[config.mk]
export PLATFORM = sky130hd
export DESIGN_NAME = message_scheduler_flat
export DESIGN_NICKNAME = d
export VERILOG_FILES = /design/src/rtl/message_scheduler_if.sv /design/src/rtl/message_scheduler.sv /design/src/flat_wrapper.sv
export SDC_FILE = /design/constraint.sdc
export NUM_CORES = 1
export LEC_CHECK = 0
export CAP_MARGIN = 20
export CORE_UTILIZATION = 50
export DETAILED_ROUTE_END_ITERATION = 7
export PLACE_DENSITY = 0.75
export SETUP_SLACK_MARGIN = 0.2
export SLEW_MARGIN = 5
export SYNTH_ARGS = -nofsm -noshare
export SYNTH_HDL_FRONTEND = slang
export SYNTH_SLANG_ARGS = --single-unit
[constraint.sdc]
create_clock -name clk -period 11.3 [get_ports clk]
set_input_delay 3.39 -clock clk [delete_from_list [all_inputs] [get_ports clk]]
set_output_delay 3.39 -clock clk [all_outputs]
set_load 0.1 [all_outputs]
[src/rtl/message_scheduler_if.sv]
// Block-in / schedule-word-out handshake bundle for the SHA-256 message scheduler.
// master drives blocks and w_ready; slave is the scheduler.
interface message_scheduler_if;
    logic [511:0] block_in;
    logic         block_valid;
    logic         block_ready;
    logic [31:0]  w_out;
    logic         w_valid;
    logic         w_ready;
    logic [5:0]   round;
    logic         last_round;
    logic         busy;

    modport master (
        output block_in, block_valid, w_ready,
        input  block_ready, w_out, w_valid, round, last_round, busy
    );

    modport slave (
        input  block_in, block_valid, w_ready,
        output block_ready, w_out, w_valid, round, last_round, busy
    );
endinterface

[src/rtl/message_scheduler.sv]
// SHA-256 message schedule generator: one 512-bit block in, W0..W63 out.
// Macro MSG_SCHED_BACKPRESSURE_EN makes w_ready stall the schedule.
module message_scheduler (
    input  logic                      clk,
    input  logic                      rst,
    message_scheduler_if.slave        bus
);

    typedef enum logic {IDLE, RUN} state_t;

    state_t      state;
    logic [31:0] win [16];
    logic [31:0] nxt;
    logic        xfer;
    logic [5:0]  round_q;

    function automatic logic [31:0] s0(input logic [31:0] x);
        return {x[6:0], x[31:7]} ^ {x[17:0], x[31:18]} ^ (x >> 3);
    endfunction

    function automatic logic [31:0] s1(input logic [31:0] x);
        return {x[16:0], x[31:17]} ^ {x[18:0], x[31:19]} ^ (x >> 10);
    endfunction

`ifdef MSG_SCHED_BACKPRESSURE_EN
    assign xfer = bus.w_valid & bus.w_ready;
`else
    logic unused_ready;
    assign unused_ready = bus.w_ready;
    assign xfer = bus.w_valid;
`endif

    assign nxt = s1(win[14]) + win[9] + s0(win[1]) + win[0];

    assign bus.w_out = win[0];
    assign bus.round = round_q;

    always_ff @(posedge clk) begin
        if (rst) begin
            state           <= IDLE;
            round_q         <= '0;
            bus.block_ready <= 1'b1;
            bus.w_valid     <= 1'b0;
            bus.busy        <= 1'b0;
            bus.last_round  <= 1'b0;
            for (int i = 0; i < 16; i++) win[i] <= '0;
        end else begin
            unique case (state)
                IDLE: begin
                    if (bus.block_valid) begin
                        for (int i = 0; i < 16; i++)
                            win[i] <= bus.block_in[511 - 32*i -: 32];
                        round_q         <= '0;
                        state           <= RUN;
                        bus.block_ready <= 1'b0;
                        bus.w_valid     <= 1'b1;
                        bus.busy        <= 1'b1;
                        bus.last_round  <= 1'b0;
                    end
                end
                RUN: begin
                    if (xfer) begin
                        for (int i = 0; i < 15; i++) win[i] <= win[i+1];
                        win[15] <= nxt;
                        // Round 63 retires the block instead of wrapping.
                        if (round_q == 6'd63) begin
                            round_q         <= '0;
                            state           <= IDLE;
                            bus.block_ready <= 1'b1;
                            bus.w_valid     <= 1'b0;
                            bus.busy        <= 1'b0;
                            bus.last_round  <= 1'b0;
                        end else begin
                            round_q        <= round_q + 6'd1;
                            bus.last_round <= (round_q == 6'd62);
                        end
                    end
                end
                default: state <= IDLE;
            endcase
        end
    end

endmodule

[src/flat_wrapper.sv]
// flat-port wrapper written by rule: the top's interface ports become plain ports
module message_scheduler_flat 
  (clk, rst, bus_block_in, bus_block_valid, bus_w_ready, bus_block_ready, bus_w_out, bus_w_valid, bus_round, bus_last_round, bus_busy);
  message_scheduler_if bus_i ();
  input  logic clk;
  input  logic rst;
  input wire logic [$bits(bus_i.block_in)-1:0] bus_block_in;
  input wire logic [$bits(bus_i.block_valid)-1:0] bus_block_valid;
  input wire logic [$bits(bus_i.w_ready)-1:0] bus_w_ready;
  output wire logic [$bits(bus_i.block_ready)-1:0] bus_block_ready;
  output wire logic [$bits(bus_i.w_out)-1:0] bus_w_out;
  output wire logic [$bits(bus_i.w_valid)-1:0] bus_w_valid;
  output wire logic [$bits(bus_i.round)-1:0] bus_round;
  output wire logic [$bits(bus_i.last_round)-1:0] bus_last_round;
  output wire logic [$bits(bus_i.busy)-1:0] bus_busy;
  assign bus_i.block_in = bus_block_in;
  assign bus_i.block_valid = bus_block_valid;
  assign bus_i.w_ready = bus_w_ready;
  assign bus_block_ready = bus_i.block_ready;
  assign bus_w_out = bus_i.w_out;
  assign bus_w_valid = bus_i.w_valid;
  assign bus_round = bus_i.round;
  assign bus_last_round = bus_i.last_round;
  assign bus_busy = bus_i.busy;
  message_scheduler u_core (.clk(clk), .rst(rst), .bus(bus_i));
endmodule
==> run_results.csv <==
group,metric,value,unit
floorplan,dieArea,53900,sq um
run,maxCapViolations,0,
clock_tree,numCtsBuffers,52,
floorplan,die_w,232,um
timing,rsz0062_at_grt,"false",
cells_and_area,nNetsFinal,3373,
cells_and_area,final_core_util,65.6,%
timing,slew_headroom,25.4,%
critical_path,worstPathMaxFanout,89,
power,report.power.total,7.23,mW
grt,grt_max_degree,240,
cells_and_area,seq_area,15600,sq um
power,ir_drop,132,uV
place,portBuffers,556,
synthesis,yosysTopAreaCell,"edfxtp_1",
timing,min_period,6.24,ns
synthesis,synth_flop_cell,"edfxtp_1",
place,dp_hpwl,64.3,mm
synthesis,yosysSeqAreaShare,58.9,%
cells_and_area,fillers,4013,
critical_path,critical_path_class,"primary input to flip-flop",
synthesis,syn_area,26500,sq um
grt,grt_overflow,0,
grt,grt_pass1_vias,19800,
clock_tree,cts.repair.resized,0,
clock_tree,cts_tree,"built",
critical_path,critical_path.cell_chain,"clkdlybuf4s50_1, a21oi_4, and2_0, inv_8, buf_4",
clock_tree,clock_latency,0.61,ns
synthesis,syn_nets,2935,
clock_tree,clockBufferDepth,3,
timing,skew,0.0386,ns
timing,fmax,0.160,GHz
critical_path,cp_data_required_time,11.52,ns
detailed_routing,routed_wl,87.6,mm
synthesis,synth.most_common_cell,"nand2_1",
clock_tree,cts_root_buf,"clkbuf_16",
clock_tree,cts_num_sinks,523,
detailed_routing,via_per_inst,5.76,
critical_path,arrival,6.46,ns
cells_and_area,multi_input_area,9510,sq um
clock_tree,cts.clk_slew.worst_paths,0.06,ns
detailed_routing,first_pass_iters,6,
timing,slew_violations,0,
critical_path,slowest_stage,"buf_4",
synthesis,synth_common_cells,"536 x nand2_1, 512 x edfxtp_1, 258 x a21oi_1",
floorplan,io_pins,558,
clock_tree,htreeDepth,2,
detailed_routing,drc,0,
synthesis,synthArstFlopShare,0,%
cells_and_area,drive_above_1_share,3.89,%
power,p_per_area,213,nW/um^2
synthesis,synth_top_area_share,58.1,%
critical_path,setup.worst_path.end_class,"flip-flop",
timing,period_share,55.2,%
grt,grt_pass1_wl,124,mm
floorplan,die_h,232,um
floorplan,start_util,51.1,%
place,gp_congestion,0.947,
synthesis,ys_ff_latch,523,
detailed_routing,ant_nets,0,
timing,hold_viol,0,
timing,setup_viol,0,
grt,track_usage,32.0,%
cells_and_area,final_area,34000,sq um
power,leakage,13.4,nW
clock_tree,postCtsHoldBufs,0,
critical_path,cpPeakStageDelay,0.98,ns
worst_hold_path,min-delay-path-class,"flip-flop to flip-flop",
grt,antenna_found_initial,15,
floorplan,std_cell_rows,83,
detailed_routing,routedWlPerCell,25.0,um
cells_and_area,areaGrowthSynthToFinish,28.5,%
timing,setup_tns,0,ns
synthesis,ys_types,51,
detailed_routing,drt_iter0_markers,2222,
synthesis,synthCells,2324,
detailed_routing,num_vias,20100,
synthesis,synth_area_leaders,"edfxtp_1 58%, a22o_1 7.7%, nand2_1 7.6%",
outcome,status,"complete, no violations",
synthesis,avgSynthCellArea,11.4,sq um
floorplan,core_area,51800,sq um
clock_tree,post-cts-setup-buffers,0,
synthesis,synth_warnings,0,
critical_path,worstSetupStartpointType,"primary input",
synthesis,synth_enable_flop_cells,512,
timing,tightestPinTransition,1.12,ns
place,place_area,32300,sq um
-- worst paths after layout --
| kind | from | end | cells after the start | slack, ns |
|---|---|---|---|---|
| worst max-delay path | rst | u_core.win[0][506] | 5 | 5.06 |
| worst min-delay path | u_core.bus.block_ready | u_core.bus.block_ready | 2 | 0.46 |
| worst max register to register | u_core.win[0][466] | u_core.win[0][507] | 17 | 6.12 |
| worst min register to register | u_core.bus.block_ready | u_core.bus.block_ready | 2 | 0.46 |
-- state kept, by name, summed over array words and instances, names as in the netlist --
signal and cells:
u_core.bus.w_valid 1, u_core.win 512, u_core.bus.busy 1, u_core.bus.round 6
u_core.state 1, u_core.bus.block_ready 1, u_core.bus.last_round 1
-- worst max-delay path, delay by kind of cell --
kind,cells,cell delay (ns)
simple gates,1,0.49
buf+inv,3,2.28
compound gates,1,0.20
-- metal layers --
metal  vias up  routed length, um  part of all wire [%]  track usage (%)
li1       9067                  -                     -                -
met1      9839              32900                    38             40.3
met2      1059              43100                    49             53.7
met3       180               7780                   8.9             6.04
met4         4               3780                   4.3             14.2
met5         -                 31                 0.035                0
-- area by class of cell --
| cell class | instances | share of cell area [%] |
|---|---|---|
| multi-input combinational | 1456 | 27.9 |
| tap | 680 | 2.50 |
| sequential | 523 | 45.9 |
| inverter | 161 | 1.82 |
| antenna | 15 | 0.110 |
| clock inverter | 28 | 0.846 |
| clock buffer | 68 | 4.15 |
| timing repair buffer | 568 | 16.8 |
-- kinds of logic after synthesis --
kind of cell	Yosys count	synth area share, %
AOI/OAI and AO/OA	619	15.8
xor gates and xnor gates	150	4.96
adders and majority gates	95	6.25
buffers and inverters	345	5.37
DFF	523	58.9
and+or+nand+nor	592	8.76
-- where the power goes --
part	switching [mW]	internal (mW)
sequential	0.153	2.39
clock	0.759	0.996
combinational	1.86	1.07
-- stage by stage --
step	instances	setup slack (ns)	hold slack (ns)
after global routing	3497	4.93	0.475
after global placement	3388	4.51	0.440
final	3499	5.06	0.465
after detailed placement	3388	4.49	0.449
after floorplan	2324	1.79	0.518
after CTS	3484	5.11	0.463
-- cells in the final DEF (no fill, tap or decap), types with 9 or more instances in the layout --
cell type,n
a22o_1,232
o21ai_0,79
xnor2_1,123
diode_2,15
inv_1,159
xor2_1,27
clkdlybuf4s50_1,556
clkbuf_1,11
nand2_1,535
edfxtp_1,512
a21oi_1,257
clkinv_2,9
clkbuf_16,52
dfxtp_1,11
nand4_1,10
fa_1,62
nor2_1,14
ha_1,33
Note: power is estimated with default switching activity, not from simulation.
